<file path="src/rtl/hilo_muldiv_unit.sv">
// Multi-cycle MULT/MULTU/DIV/DIVU unit producing the HI/LO pair with a 2-bit write enable.
// Multiplier has a single register stage; divider is radix-2 restoring, one quotient bit per cycle.
module hilo_muldiv_unit #(
    parameter int WIDTH       = 32,
    parameter int MUL_LATENCY = 2
) (
    input  logic             clk,
    input  logic             reset,
    input  logic             start,
    input  logic [1:0]       op,
    input  logic [WIDTH-1:0] a,
    input  logic [WIDTH-1:0] b,
    input  logic             flush,
    output logic             busy,
    output logic             done,
    output logic [WIDTH-1:0] hi,
    output logic [WIDTH-1:0] lo,
    output logic [1:0]       hilo_write_en
);

    typedef enum logic [2:0] {S_IDLE, S_MUL, S_DIV, S_FIX, S_DONE} state_t;

    state_t           state_q, state_d;
    logic [5:0]       cnt_q, cnt_d;
    logic [1:0]       op_q, op_d;
    logic [WIDTH-1:0] a_q, a_d, b_q, b_d;
    logic [WIDTH:0]   rem_q, rem_d;
    logic [WIDTH-1:0] quo_q, quo_d;
    logic [WIDTH-1:0] hi_q, hi_d, lo_q, lo_d;

    logic [1:0]         op_s;
    logic [WIDTH-1:0]   a_s, b_s, a_mag, b_mag;
    logic               a_neg, b_neg, is_signed;
    logic [2*WIDTH-1:0] a_ext, b_ext, prod;

    // One restoring step: shift in the next dividend bit, subtract if it fits.
    function automatic logic [2*WIDTH:0] div_step(input logic [WIDTH:0] rem,
                                                  input logic [WIDTH-1:0] q,
                                                  input logic [WIDTH-1:0] d);
        logic [WIDTH:0] r_sh, diff;
        r_sh = {rem[WIDTH-1:0], q[WIDTH-1]};
        diff = r_sh - {1'b0, d};
        if (!diff[WIDTH]) return {diff, q[WIDTH-2:0], 1'b1};
        else              return {r_sh, q[WIDTH-2:0], 1'b0};
    endfunction

    // In IDLE the operands come straight from the ports so the accept edge can do useful work.
    always_comb begin
        op_s      = (state_q == S_IDLE) ? op : op_q;
        a_s       = (state_q == S_IDLE) ? a  : a_q;
        b_s       = (state_q == S_IDLE) ? b  : b_q;
        is_signed = ~op_s[0];
        a_neg     = is_signed & a_s[WIDTH-1];
        b_neg     = is_signed & b_s[WIDTH-1];
        a_mag     = a_neg ? -a_s : a_s;
        b_mag     = b_neg ? -b_s : b_s;
        a_ext     = {{WIDTH{a_neg}}, a_s};
        b_ext     = {{WIDTH{b_neg}}, b_s};
        prod      = a_ext * b_ext;
    end

    always_comb begin
        state_d = state_q;
        cnt_d   = cnt_q;
        op_d    = op_q;
        a_d     = a_q;
        b_d     = b_q;
        rem_d   = rem_q;
        quo_d   = quo_q;
        hi_d    = hi_q;
        lo_d    = lo_q;
        case (state_q)
            S_IDLE: begin
                if (start) begin
                    op_d = op;
                    a_d  = a;
                    b_d  = b;
                    if (op[1]) begin
                        // First of the WIDTH iterations runs on the accept edge.
                        {rem_d, quo_d} = div_step('0, a_mag, b_mag);
                        cnt_d   = 6'd1;
                        state_d = S_DIV;
                    end else if (MUL_LATENCY == 1) begin
                        {hi_d, lo_d} = prod;
                        state_d      = S_DONE;
                    end else begin
                        cnt_d   = 6'd0;
                        state_d = S_MUL;
                    end
                end
            end
            S_MUL: begin
                cnt_d = cnt_q + 6'd1;
                if (cnt_q == 6'(MUL_LATENCY - 2)) begin
                    {hi_d, lo_d} = prod;
                    state_d      = S_DONE;
                end
            end
            S_DIV: begin
                {rem_d, quo_d} = div_step(rem_q, quo_q, b_mag);
                cnt_d = cnt_q + 6'd1;
                if (cnt_q == 6'(WIDTH - 1)) state_d = S_FIX;
            end
            S_FIX: begin
                if (b_q == '0) begin
                    hi_d = a_q;
                    lo_d = '1;
                end else begin
                    hi_d = a_neg ? -rem_q[WIDTH-1:0] : rem_q[WIDTH-1:0];
                    lo_d = (a_neg ^ b_neg) ? -quo_q : quo_q;
                end
                state_d = S_DONE;
            end
            S_DONE:  state_d = S_IDLE;
            default: state_d = S_IDLE;
        endcase
        if (flush) begin
            state_d = S_IDLE;
            hi_d    = hi_q;
            lo_d    = lo_q;
        end
    end

    always_ff @(posedge clk) begin
        if (reset) begin
            state_q <= S_IDLE;
            cnt_q   <= '0;
            op_q    <= '0;
            a_q     <= '0;
            b_q     <= '0;
            rem_q   <= '0;
            quo_q   <= '0;
            hi_q    <= '0;
            lo_q    <= '0;
        end else begin
            state_q <= state_d;
            cnt_q   <= cnt_d;
            op_q    <= op_d;
            a_q     <= a_d;
            b_q     <= b_d;
            rem_q   <= rem_d;
            quo_q   <= quo_d;
            hi_q    <= hi_d;
            lo_q    <= lo_d;
        end
    end

    assign busy          = (state_q == S_MUL) || (state_q == S_DIV) || (state_q == S_FIX);
    assign done          = (state_q == S_DONE);
    assign hilo_write_en = {2{done}};
    assign hi            = hi_q;
    assign lo            = lo_q;

endmodule

</file>
<file path="config.mk">
export PLATFORM = sky130hd
export DESIGN_NAME = hilo_muldiv_unit
export DESIGN_NICKNAME = d
export VERILOG_FILES = /design/src/rtl/hilo_muldiv_unit.sv
export SDC_FILE = /design/constraint.sdc
export NUM_CORES = 2
export LEC_CHECK = 0
export CORE_MARGIN = 5
export CORE_UTILIZATION = 50
export CTS_CLUSTER_DIAMETER = 30
export DETAILED_ROUTE_END_ITERATION = 10
export PLACE_DENSITY = 0.68
export SKIP_CTS_REPAIR_TIMING = 1
export SYNTH_ARGS = -nofsm -noshare
export SYNTH_HDL_FRONTEND = slang
export SYNTH_SLANG_ARGS = --single-unit
</file>
<file path="constraint.sdc">
create_clock -name clk -period 19.1 [get_ports clk]
set_input_delay 2.865 -clock clk [delete_from_list [all_inputs] [get_ports clk]]
set_output_delay 2.865 -clock clk [all_outputs]
set_load 0.01 [all_outputs]
</file>
Word level (Yosys, flattened, before mapping):

Index checks and enable logic that the tools add are counted.

* $add $sub $neg: 7
* multipliers: 1
* eq/ne operators: 9
* multiplexer cells: 29
* bitwise logic cells: 5
* reduce and logical (&&, ||, !) cells: 15

Operators by type and width (count)
* $mux W32: 14
* $pmux W32 S2: 4
* $mux W64: 2
* $neg A32 Y32: 4
* $mul A33 B33 Y64: 1
* $sub A1 B32 Y33: 1
* $sub A33 B32 Y33: 1
* $logic_not A32 Y1: 1
* $pmux W3 S4: 1
* $pmux W6 S2: 1
* $mux W3: 3
* $reduce_and A3 Y1: 3
* $ne A2 B2 Y1 const B: 4
* $add A6 B1 Y6 const B: 1
* $eq A3 B2 Y1 const B: 2
* $eq A6 B5 Y1 const B: 1
* $logic_not A6 Y1: 1
* $mux W6: 1
* $reduce_bool A2 Y1: 3
* $reduce_and A2 Y1: 2
* $reduce_or A2 Y1: 2
* $eq A3 B1 Y1 const B: 1
* $eq A3 B3 Y1 const B: 1
* $logic_not A3 Y1: 1
* 6 further kinds: 10

* register bits: 202
* input port bits: 70
* output and inout port bits: 68
* logic and storage cells: 75

Depth between registers and ports, before layout:

* depth after elaboration: 10
* mapped depth: 43
* gate-level depth less buffers: 33

Least setup slack after synthesis:

OpenSTA, ideal clock, no wires.

* kind: input to register
* start point: input a[31]
* end point: register hi_q[27] (netlist: hi[27])
* setup time: 0.116 ns
* data arrival time: 11.551 ns
* required time: 18.984 ns
* setup slack: 7.433 ns
* stages: 34
* buffers on the path: 4
* cell sequence: mux2i_1 -> nor2_1 -> clkbuf_1 -> clkbuf_1 -> clkbuf_1 -> nand2_1 -> inv_1 -> fa_1 -> inv_1 -> fa_1 -> inv_1 -> fa_1 -> fa_1 -> inv_1 -> fa_1 -> inv_1 -> fa_1 -> inv_1 -> fa_1 -> fa_1 -> inv_1 -> ha_1 -> clkbuf_1 -> inv_1 -> o21bai_1 -> a21o_1 -> a21o_1 -> a221o_1 -> and2_1 -> o31ai_1 -> a21boi_0 -> nor4_1 -> a311oi_1 -> a31o_2

* word-level cells in the longest chain between the ends: 5
* elaborated cells between the ends (all ways): 7
* classes of those cells: 1 x mul; 5 x mux; 1 x bitwise

RTL lines
* start, declared: line 11 `input logic [WIDTH-1:0] a,`
* $mux W32 *: line 50 `a_s = (state_q == S_IDLE) ? a : a_q;`
* $and A1 B1 Y1: line 53 `a_neg = is_signed & a_s[WIDTH-1];`
* $mul A33 B33 Y64 or $mux W32 (tied branches): line 59, 109
* $mux W32, on equally long branches: line 94, 105
* $pmux W32 S2 *: line 72 `case (state_q)`
* end signal, assigned: line 143 `hi_q <= hi_d;`
* end, declared: line 29 `logic [WIDTH-1:0] hi_q, hi_d, lo_q, lo_d;`

Mark *: on every way between the ends. The rest lies on a longest branch, timed or not. The select of a mux whose other input is x is not followed.
A chain may end at the register's enable or synchronous reset.

Worst setup path in the final report:

Same ends and word-level chain as after synthesis.

==> impl_metrics.csv <==
group,metric,value,unit
job,cap_violations,1,
timing,finalMaxSlewViolations,0,
final_layout,area_growth,9.20,%
global_routing,grt_max_degree,103,
timing,skew,0.0416,ns
critical_path,crit_arrival,12.92,ns
timing,hold_violations,0,
critical_path,crit_buf_inv,6,
critical_path,cp.required,19.60,ns
global_routing,grt_pass1_wl,285,mm
timing,timing.final.crit_share,65.0,%
clock_tree,insertion_delay,0.61,ns
timing,worstMarginPinSlew,1.45,ns
final_layout,nets,7637,
critical_path,cp-start-kind,"primary input",
timing,setup_viol,0,
floorplan,dieArea,110000,sq um
timing,timing.slew.headroom,0.607,%
final_layout,layout_common_cells,"1189 x nand2_1, 1161 x inv_1, 1126 x fa_1, 563 x nor2_1, 301 x a21oi_1",
critical_path,setup.worst_path.end_class,"flop",
floorplan,ios,138,
floorplan,initial_utilization,50.1,%
clock_tree,cts_tree,"built",
timing,fin_tns_setup,0,ns
final_layout,drive_gt1_share,5.31,%
placed_design,globalplace.congestion,1.03,
critical_path,cp_common_cell,"fa_1",
routing,num_vias,44700,
critical_path,crit_family,"adder cells",
global_routing,grtUsageTotal,34.2,%
global_routing,antenna_found_initial,6,
logic_synthesis,synthCells,6215,
global_routing,grt_overflow_total,0,
floorplan,dieWidth,332,um
clock_tree,cts_sinks,202,
routing,antenna_left,0,
clock_tree,numCtsBuffers,53,
placed_design,numPortBuffers,137,
logic_synthesis,synth.distinct_cells,86,
logic_synthesis,syn_area,51700,sq um
routing,vias_per_cell,5.87,
timing,period_minus_slack,12.42,ns
final_layout,utilization,54.7,%
final_layout,final_common_cell,"nand2_1",
routing,detail_route.drc_violations,0,
routing,drt_first_iter_violations,4664,
global_routing,grt_pass1_vias,45600,
status,status,"complete, but fails checks",
logic_synthesis,synth-edff-count,0,
min_path,hold_class,"reg2reg",
critical_path,critPathMaxFanout,24,
clock_tree,cts-root-buf,"clkbuf_16",
placed_design,dpl.hpwl,148,mm
floorplan,core,103000,sq um
logic_synthesis,synth-main-ff-cell,"dfxtp_1",
clock_tree,htree_levels,2,
clock_tree,clk_pin_slew,0.05,ns
logic_synthesis,async_reset_ff_share,0,%
logic_synthesis,ys_seq_elements,202,
logic_synthesis,ys_seq_area_share,7.82,%
critical_path,slowest_delay,1.00,ns
logic_synthesis,yosys_warnings,0,
timing,rsz0062_at_grt,"false",
routing,wirelength,190,mm
routing,dr.pass1.iters,6,
critical_path,cp_slowest_cell,"fa_1",
critical_path,path_class,"in2reg",
status,violations,"capacitance limit",
floorplan,die_h,332,um
routing,avgRoutedWirePerCell,24.9,um
timing,max_clock_freq,80.5,MHz
logic_synthesis,syn_avg_cell_area,8.32,sq um
clock_tree,clk_path_buf_depth,3,
floorplan,num_rows,118,
logic_synthesis,synth.net_count,7663,
## cells by family after synthesis
kind of cell    share of synthesized area [%]
simple gates                             16.2
buf+inv                                  11.1
fa+ha+maj                                49.7
compound gates                           9.67
xor+xnor                                 3.74
flops                                    7.82
mux                                      1.87
## per-layer routing
layer,up-vias,global-route usage [%],wire (um)
met2,2557,53.4,85100
met4,8,17.4,12400
li1,19000,-,-
met1,22500,44.7,71400
met5,-,0,62
met3,561,8.15,20900
## tightest hold or removal path, stage by stage, from the launching register on
cell     delay (ns)
dfxtp_1        0.30
nand2_1        0.05
a21oi_1        0.05
## per-stage QoR
| step | hold slack (ns) | setup slack (ns) | instance area [sq um] | instances |
|---|---|---|---|---|
| after detailed placement | 0.446 | 6.16 | 54600 | 7514 |
| after floorplan | 0.442 | 7.43 | 51700 | 6215 |
| after CTS | 0.451 | 6.74 | 56500 | 7612 |
| after global routing | 0.474 | 6.17 | 56500 | 7612 |
| after global placement | 0.440 | 6.22 | 54600 | 7514 |
| final | 0.447 | 6.68 | 56500 | 7614 |
## synthesized netlist by cell type (7+ instances only)
library cell | number | area share, %
a211oi_1 | 29 | 0.42
a211oi_2 | 12 | 0.29
a21boi_0 | 8 | 0.12
a21o_1 | 35 | 0.51
a21oi_1 | 301 | 2.9
a221oi_1 | 12 | 0.20
a22o_1 | 12 | 0.20
a31oi_1 | 22 | 0.27
a41oi_1 | 10 | 0.17
and2_1 | 21 | 0.25
and3_1 | 14 | 0.17
buf_1 | 24 | 0.17
buf_2 | 28 | 0.27
buf_4 | 10 | 0.15
clkbuf_1 | 272 | 2.0
dfxtp_1 | 202 | 7.8
fa_1 | 1126 | 44
ha_1 | 252 | 6.1
inv_1 | 1162 | 8.4
mux2_2 | 29 | 0.63
mux2i_1 | 63 | 1.2
nand2_1 | 1199 | 8.7
nand2b_1 | 18 | 0.22
nand3_1 | 43 | 0.42
nand3b_1 | 7 | 0.10
nand4_1 | 15 | 0.18
nor2_1 | 565 | 4.1
nor2b_1 | 8 | 0.097
nor3_1 | 62 | 0.60
nor3b_1 | 7 | 0.10
nor4_1 | 32 | 0.39
o211ai_1 | 27 | 0.39
o21a_1 | 17 | 0.25
o21ai_0 | 126 | 1.2
o21ai_1 | 7 | 0.068
o21bai_1 | 13 | 0.19
o221ai_1 | 52 | 0.88
o31ai_1 | 18 | 0.26
o41ai_1 | 13 | 0.22
or3_1 | 16 | 0.19
or4_1 | 14 | 0.20
xnor2_1 | 173 | 2.9
xor2_1 | 48 | 0.81
## sequential cells by signal (all words and copies together) (netlist names)
register and flops:
b_q 32, cnt_q 6, hi 32, rem_q 32, lo 32, op_q 1
state_q 3, quo_q 32, a_q 32
## cell type report
type	count	area [sq um]
fill	9503	46700
multi-input combinational	4511	42200
inverter	1165	4370
sequential	202	4040
timing repair buffer	256	2270
tap	1380	1730
clock buffer	60	1420
clock inverter	38	487
antenna	2	5.00
## path summary, 6_finish.rpt
kind         startpoint  endpoint  slack (ns)  depth (start not counted)
max               a[31]    hi[27]        6.68                         29
min               lo[6]     lo[6]        0.45                          2
max reg2reg  state_q[2]    hi[27]        7.20                         32
min reg2reg       lo[6]     lo[6]        0.45                          2
Power is left out: the tool's default activity adds up to more than one toggle a clock period on the data nets, which glitch-free logic cannot reach.
